**config.mk**
```make
export PLATFORM = sky130hd
export DESIGN_NAME = line_window_scanner_flat
export DESIGN_NICKNAME = d
export VERILOG_FILES = /design/src/rtl/line_window_scanner_if.sv /design/src/rtl/line_window_scanner.sv /design/src/flat_wrapper.sv
export SDC_FILE = /design/constraint.sdc
export NUM_CORES = 1
export LEC_CHECK = 0
export ABC_AREA = 1
export BUFFER_PORTS_ARGS = -buffer_cell sky130_fd_sc_hd__buf_2
export CORE_UTILIZATION = 25
export CTS_CLUSTER_DIAMETER = 50
export CTS_CLUSTER_SIZE = 12
export DETAILED_ROUTE_END_ITERATION = 6
export HOLD_SLACK_MARGIN = 0.1
export PLACE_DENSITY = 0.37
export SETUP_SLACK_MARGIN = 0.02
export SKIP_CTS_REPAIR_TIMING = 1
export SLEW_MARGIN = 10
export SYNTH_ARGS = -nofsm -noshare
export SYNTH_HDL_FRONTEND = slang
export SYNTH_SLANG_ARGS = --single-unit
```
**constraint.sdc**
```tcl
create_clock -name clk -period 8 [get_ports clk]
set_clock_uncertainty 0.2 [all_clocks]
set_input_delay 0.4 -clock clk [delete_from_list [all_inputs] [get_ports clk]]
set_output_delay 0.4 -clock clk [all_outputs]
set_load 0.01 [all_outputs]
```
**src/rtl/line_window_scanner_if.sv**
```systemverilog
// Request, board-RAM read and judge handshake bundle for line_window_scanner.
// The scanner sits on the slave side; the environment (requester, board RAM,
// chess-form judge) sits on the master side.
interface line_window_scanner_if;
    // request
    logic        start;
    logic [3:0]  row;
    logic [3:0]  col;
    logic        player;
    // board RAM read port
    logic        rd_en;
    logic [7:0]  rd_addr;
    logic [1:0]  rd_data;
    // judge handshake
    logic [8:0]  win_a;
    logic [8:0]  win_b;
    logic [1:0]  win_dir;
    logic        win_valid;
    logic [2:0]  type_in;
    // results / status
    logic [11:0] types_out;
    logic [2:0]  best_type;
    logic        bad_pos;
    logic        busy;
    logic        done;

    modport slave (
        input  start, row, col, player, rd_data, type_in,
        output rd_en, rd_addr, win_a, win_b, win_dir, win_valid,
               types_out, best_type, bad_pos, busy, done
    );

    modport master (
        output start, row, col, player, rd_data, type_in,
        input  rd_en, rd_addr, win_a, win_b, win_dir, win_valid,
               types_out, best_type, bad_pos, busy, done
    );
endinterface

```
**src/rtl/line_window_scanner.sv**
```systemverilog
// line_window_scanner: reads the 9-cell horizontal, vertical, diagonal and
// anti-diagonal windows around a candidate cell from the board RAM, presents
// each as own/opponent masks to the chess-form judge and collects the four
// returned form types plus their maximum.
//
//   state | meaning
//   ------+-------------------------------------------------------------
//   IDLE  | waiting for start
//   ISSUE | one window slot per cycle (read, off-board or candidate slot)
//   DRAIN | last read returns; window copied to win_a/win_b
//   HOLD  | window held for HOLD_CYC cycles, type sampled on the last edge
//   DONE  | results published, one-cycle done pulse
module line_window_scanner #(
    parameter int BOARD_N  = 15,
    parameter int HOLD_CYC = 2
) (
    input  logic clk,
    input  logic rst,
    line_window_scanner_if.slave bus
);
    typedef enum logic [2:0] {IDLE, ISSUE, DRAIN, HOLD, DONE} state_t;
    typedef enum logic [1:0] {K_READ, K_OFF, K_CTR} slot_kind_t;

    localparam logic signed [5:0] LIM   = 6'(BOARD_N - 1);
    localparam logic [3:0]        LIM4  = 4'(BOARD_N - 1);
    localparam logic [7:0]        N8    = 8'(BOARD_N);
    localparam logic [3:0]        HLOAD = 4'(HOLD_CYC - 1);

    state_t      state, state_nx;
    logic [3:0]  row_q, col_q;
    logic        player_q;
    logic [1:0]  dir;
    logic [3:0]  idx;
    logic [3:0]  hold_cnt;

    // slot issued last cycle, whose RAM data (if any) arrives this cycle
    logic        p_valid;
    logic [3:0]  p_idx;
    slot_kind_t  p_kind;

    logic [8:0]  wa, wb, wa_nx, wb_nx;
    logic [2:0]  shadow [4];

    logic signed [5:0] k, dk_r, dk_c, pr, pc;
    logic        off_board, center, bad_req, hold_tc;
    logic [7:0]  addr_calc;
    logic [1:0]  own_code, opp_code;
    logic        slot_a, slot_b;

    function automatic logic [2:0] max2(input logic [2:0] a, input logic [2:0] b);
        return (a > b) ? a : b;
    endfunction

    assign bad_req = (bus.row > LIM4) || (bus.col > LIM4);
    assign hold_tc = (hold_cnt == 4'd0);

    // board position of the slot currently being issued
    always_comb begin
        k    = $signed({2'b00, idx}) - 6'sd4;
        dk_r = 6'sd0;
        dk_c = 6'sd0;
        case (dir)
            2'd0:    dk_c = k;
            2'd1:    dk_r = k;
            2'd2:    begin dk_r = k; dk_c = k;  end
            default: begin dk_r = k; dk_c = -k; end
        endcase
        pr        = $signed({2'b00, row_q}) + dk_r;
        pc        = $signed({2'b00, col_q}) + dk_c;
        off_board = (pr < 6'sd0) || (pr > LIM) || (pc < 6'sd0) || (pc > LIM);
        center    = (idx == 4'd4);
        addr_calc = {4'd0, pr[3:0]} * N8 + {4'd0, pc[3:0]};
    end

    assign bus.rd_en     = (state == ISSUE) && !off_board && !center;
    assign bus.rd_addr   = bus.rd_en ? addr_calc : 8'd0;
    assign bus.win_valid = (state == HOLD);
    assign bus.win_dir   = dir;
    assign bus.busy      = (state != IDLE);
    assign bus.done      = (state == DONE);

    // merge the slot returning this cycle into the window being built
    always_comb begin
        own_code = player_q ? 2'b10 : 2'b01;
        opp_code = player_q ? 2'b01 : 2'b10;
        case (p_kind)
            K_CTR:   begin slot_a = 1'b1; slot_b = 1'b0; end
            K_OFF:   begin slot_a = 1'b0; slot_b = 1'b1; end
            default: begin
                slot_a = (bus.rd_data == own_code);
                slot_b = (bus.rd_data == opp_code);
            end
        endcase
        wa_nx = wa;
        wb_nx = wb;
        if (p_valid) begin
            wa_nx[p_idx] = slot_a;
            wb_nx[p_idx] = slot_b;
        end
    end

    // state register
    always_ff @(posedge clk or posedge rst) begin
        if (rst) state <= IDLE;
        else     state <= state_nx;
    end

    // next-state logic
    always_comb begin
        state_nx = state;
        case (state)
            IDLE:  if (bus.start) state_nx = bad_req ? DONE : ISSUE;
            ISSUE: if (idx == 4'd8) state_nx = DRAIN;
            DRAIN: state_nx = HOLD;
            HOLD:  if (hold_tc) state_nx = (dir == 2'd3) ? DONE : ISSUE;
            DONE:  state_nx = IDLE;
            default: state_nx = IDLE;
        endcase
    end

    // request latch, slot pipeline, window assembly and result capture
    always_ff @(posedge clk or posedge rst) begin
        if (rst) begin
            row_q         <= 4'd0;
            col_q         <= 4'd0;
            player_q      <= 1'b0;
            dir           <= 2'd0;
            idx           <= 4'd0;
            hold_cnt      <= 4'd0;
            p_valid       <= 1'b0;
            p_idx         <= 4'd0;
            p_kind        <= K_READ;
            wa            <= 9'd0;
            wb            <= 9'd0;
            bus.win_a     <= 9'd0;
            bus.win_b     <= 9'd0;
            bus.types_out <= 12'd0;
            bus.best_type <= 3'd0;
            bus.bad_pos   <= 1'b0;
            for (int s = 0; s < 4; s++) shadow[s] <= 3'd0;
        end else begin
            case (state)
                IDLE: begin
                    if (bus.start) begin
                        row_q    <= bus.row;
                        col_q    <= bus.col;
                        player_q <= bus.player;
                        dir      <= 2'd0;
                        idx      <= 4'd0;
                        p_valid  <= 1'b0;
                        if (bad_req) begin
                            bus.types_out <= 12'd0;
                            bus.best_type <= 3'd0;
                            bus.bad_pos   <= 1'b1;
                        end else begin
                            bus.bad_pos   <= 1'b0;
                        end
                    end
                end
                ISSUE: begin
                    p_valid <= 1'b1;
                    p_idx   <= idx;
                    p_kind  <= center ? K_CTR : (off_board ? K_OFF : K_READ);
                    idx     <= (idx == 4'd8) ? 4'd0 : idx + 4'd1;
                    wa      <= wa_nx;
                    wb      <= wb_nx;
                end
                DRAIN: begin
                    p_valid   <= 1'b0;
                    wa        <= wa_nx;
                    wb        <= wb_nx;
                    bus.win_a <= wa_nx;
                    bus.win_b <= wb_nx;
                    hold_cnt  <= HLOAD;
                end
                HOLD: begin
                    if (hold_tc) begin
                        shadow[dir] <= bus.type_in;
                        if (dir == 2'd3) begin
                            bus.types_out <= {bus.type_in, shadow[2], shadow[1], shadow[0]};
                            bus.best_type <= max2(max2(bus.type_in, shadow[2]),
                                                  max2(shadow[1], shadow[0]));
                        end else begin
                            dir <= dir + 2'd1;
                            idx <= 4'd0;
                        end
                    end else begin
                        hold_cnt <= hold_cnt - 4'd1;
                    end
                end
                default: ;
            endcase
        end
    end
endmodule

```
**src/flat_wrapper.sv**
```systemverilog
// flat-port wrapper written by rule: the top's interface ports become plain ports
module line_window_scanner_flat 
#(
    parameter int BOARD_N  = 15,
    parameter int HOLD_CYC = 2
)
  (clk, rst, bus_start, bus_row, bus_col, bus_player, bus_rd_data, bus_type_in, bus_rd_en, bus_rd_addr, bus_win_a, bus_win_b, bus_win_dir, bus_win_valid, bus_types_out, bus_best_type, bus_bad_pos, bus_busy, bus_done);
  line_window_scanner_if bus_i ();
  input  logic clk;
  input  logic rst;
  input wire logic [$bits(bus_i.start)-1:0] bus_start;
  input wire logic [$bits(bus_i.row)-1:0] bus_row;
  input wire logic [$bits(bus_i.col)-1:0] bus_col;
  input wire logic [$bits(bus_i.player)-1:0] bus_player;
  input wire logic [$bits(bus_i.rd_data)-1:0] bus_rd_data;
  input wire logic [$bits(bus_i.type_in)-1:0] bus_type_in;
  output wire logic [$bits(bus_i.rd_en)-1:0] bus_rd_en;
  output wire logic [$bits(bus_i.rd_addr)-1:0] bus_rd_addr;
  output wire logic [$bits(bus_i.win_a)-1:0] bus_win_a;
  output wire logic [$bits(bus_i.win_b)-1:0] bus_win_b;
  output wire logic [$bits(bus_i.win_dir)-1:0] bus_win_dir;
  output wire logic [$bits(bus_i.win_valid)-1:0] bus_win_valid;
  output wire logic [$bits(bus_i.types_out)-1:0] bus_types_out;
  output wire logic [$bits(bus_i.best_type)-1:0] bus_best_type;
  output wire logic [$bits(bus_i.bad_pos)-1:0] bus_bad_pos;
  output wire logic [$bits(bus_i.busy)-1:0] bus_busy;
  output wire logic [$bits(bus_i.done)-1:0] bus_done;
  assign bus_i.start = bus_start;
  assign bus_i.row = bus_row;
  assign bus_i.col = bus_col;
  assign bus_i.player = bus_player;
  assign bus_i.rd_data = bus_rd_data;
  assign bus_i.type_in = bus_type_in;
  assign bus_rd_en = bus_i.rd_en;
  assign bus_rd_addr = bus_i.rd_addr;
  assign bus_win_a = bus_i.win_a;
  assign bus_win_b = bus_i.win_b;
  assign bus_win_dir = bus_i.win_dir;
  assign bus_win_valid = bus_i.win_valid;
  assign bus_types_out = bus_i.types_out;
  assign bus_best_type = bus_i.best_type;
  assign bus_bad_pos = bus_i.bad_pos;
  assign bus_busy = bus_i.busy;
  assign bus_done = bus_i.done;
  line_window_scanner #(.BOARD_N(BOARD_N), .HOLD_CYC(HOLD_CYC)) u_core (.clk(clk), .rst(rst), .bus(bus_i));
endmodule
```
==> results.yml <==
clocking:
  cts_made_buffers: 9
  clk_pin_slew_worst_paths_ps: 60
  clk_latency_ps: 340
  cts.sinks: 90
  htree_levels: 3
  root_buffer: "clkbuf_16"
  clockBufferDepth: 2
  cts_tree: "built"
route:
  routedWlPerCell_um: 12.8
  drt_wl_total_mm: 13.0
  drt_iter0_drc: 147
  drc: 0
  vias: 4438
  vias_per_cell: 4.39
  postRouteAntennaNets: 0
  dr.pass1.iters: 4
timing:
  slew_headroom_pct: 37.4
  rsz0062_at_grt: "false"
  hold_viol: 0
  fin_crit_ps: 6010
  min_period_over_period_pct: 75.1
  report.final.setup_viol: 0
  maxSlewViolCount: 0
  worst_pin_slew_ps: 938
  tns_ps: 0
  fmax_mhz: 166
critical_path:
  cp_slowest_stage_delay_ps: 610
  crit_type: "reg -> out"
  end_kind: "primary output"
  regToRegStartpoint: "u_core.idx[2]"
  cpLargestDelayFamily: "adder cells"
  slowest_stage: "fa_1"
  path_max_fanout: 8
  crit_arrival_ps: 5410
  cp_num_buf_inv: 4
  worstSetupStartpointType: "flip-flop"
  required_ps: 7400
  r2r_cells: 14
  timing.rr.end: "u_core.p_kind[0]"
  crit_chain: "inv_1, ha_1, nor2_1, ha_1, fa_1, xor2_1, inv_1, fa_1, fa_1, fa_1, inv_1, ha_1, nand2_1, o21ai_0, nand2_1, a21boi_0, nor2_1, nand2_1, nand2_1, nor2_1, buf_2"
  r2r_slack_ps: 4780
floorplan:
  ios: 65
  core-area_um2: 21300
  die_h_um: 150
  initial_core_util_pct: 25.9
  core.rowCount: 53
  die_area_um2: 22600
  die_width_um: 150
yosys:
  syn_area_um2: 5510
  synth_top_area_cell: "dfrtp_1"
  synthTopCellsByArea: "dfrtp_1 (41%), nand2_1 (12%), ha_1 (11%)"
  yosysSeqAreaShare_pct: 40.9
  syn_nets: 735
  syn_avg_cell_area_um2: 8.35
  synth_cells: 660
  ys_warn_count: 0
  ys_seq_elements: 90
  synth.distinct_cells: 45
  synth_top_cell_area_share_pct: 40.9
grt:
  gr-total-overflow: 0
  antenna_found_initial: 0
  grt_max_degree: 61
  grt_pass1_wl_mm: 21.7
  grt_pass1_vias: 4263
  grt.total_usage_pct: 12.3
cells_and_area:
  syn2layout_area_growth_pct: 18.7
  drive_gt1_share_pct: 14.5
  layout_common_cells: "nand2_1 (178), dfrtp_1 (90), inv_1 (72), o21ai_0 (64), buf_2 (64)"
  diodes: 0
  nNetsFinal: 806
  final_common_cell: "nand2_1"
min_path:
  hold_class: "in -> reg"
  whs_endpoint: "u_core.row_q[3]"
  min_from: "bus_row[3]"
  min_path_cells: 3
flow_run:
  maxCapViolations: 0
placement:
  portBuffers: 64
  hpwl_mm: 9.84
  place.gp.congestion: 0.787
status:
  outcome: "complete, no violations"
[synth_stat cells, drive strengths merged]
| library cell | n |
|---|---|
| and2 | 1 |
| a21oi | 23 |
| nor3 | 4 |
| nor2 | 54 |
| o211ai | 1 |
| nor3b | 1 |
| nand2 | 184 |
| o31ai | 1 |
| o21a | 3 |
| ha | 49 |
| a21boi | 1 |
| buf | 5 |
| clkbuf | 8 |
| xnor2 | 5 |
| dfrtp | 90 |
| o21bai | 1 |
| inv | 78 |
| o21ai | 79 |
| nand3 | 26 |
| nand4 | 9 |
| or2 | 4 |
| a22oi | 2 |
| a32oi | 1 |
| nand3b | 2 |
| a22o | 12 |
| clkinv | 2 |
| xor2 | 5 |
| fa | 9 |
[worst max-delay path by stage]
stage	start	cells past startpoint	endpoint	slack, ps
finish	u_core.bus.win_dir[0]	21	bus_rd_addr[7]	1990
global route	u_core.bus.win_dir[0]	21	bus_rd_addr[7]	1530
CTS	u_core.bus.win_dir[0]	21	bus_rd_addr[7]	1920
detailed placement	u_core.bus.win_dir[0]	21	bus_rd_addr[7]	2310
global placement	u_core.bus.win_dir[0]	21	bus_rd_addr[7]	2450
floorplan	u_core.bus.win_dir[0]	20	bus_rd_addr[7]	2740
[tightest hold or removal path, stage by stage]
cell     delay, ps
buf_2           90
nand2_1         50
nand2_1         60
[sequential cells by signal, summed over array words and instances (netlist names), 9 cells and up]
register and cells:
u_core.wa 9, u_core.shadow 9, u_core.bus.win_b 9, u_core.wb 9, u_core.bus.types_out 12, u_core.bus.win_a 9
[cell type report]
type	instances	area, um2
Sequential cell	90	2250
Clock buffer	10	239
Tap cell	275	344
Timing Repair Buffer	73	408
Fill cell	2285	14700
Multi-Input combinational cell	477	2880
Inverter	80	307
Clock inverter	6	111
[kinds of logic (layout without fill, tap and decap cells)]
family	after synthesis	after routing	synth area share, %
adders and majority gates	58	58	14.4
and+or+nand+nor	285	285	23.4
xor gates and xnor gates	10	10	1.59
DFF	90	90	40.9
buffers and inverters	93	169	6.83
AOI/OAI and AO/OA	124	124	12.9
[layer usage]
metal | part of all wire, % | track usage [%] | up-vias | wire length [um]
li1 | - | - | 2284 | -
met1 | 47 | 15.9 | 2079 | 6130
met2 | 48 | 20.5 | 67 | 6220
met3 | 3.8 | 2.94 | 8 | 489
met4 | 1.0 | 3.33 | 0 | 129
met5 | 0 | 0 | - | 0
[through the flow]
step                worst slack, ps  utilization [%]  area, um2  hold slack, ps  instances
floorplan                      2740                -       5510             246        660
global placement               2450             28.7       6110             257        987
detailed placement             2310             28.7       6110             263        987
CTS                            1920             30.4       6460            -100       1003
global route                   1530             30.7       6550             103       1011
finish                         1990             30.7       6550            87.9       1011
Power is left out: the tool's default activity adds up to more than one toggle a clock period on the data nets, which glitch-free logic cannot reach.
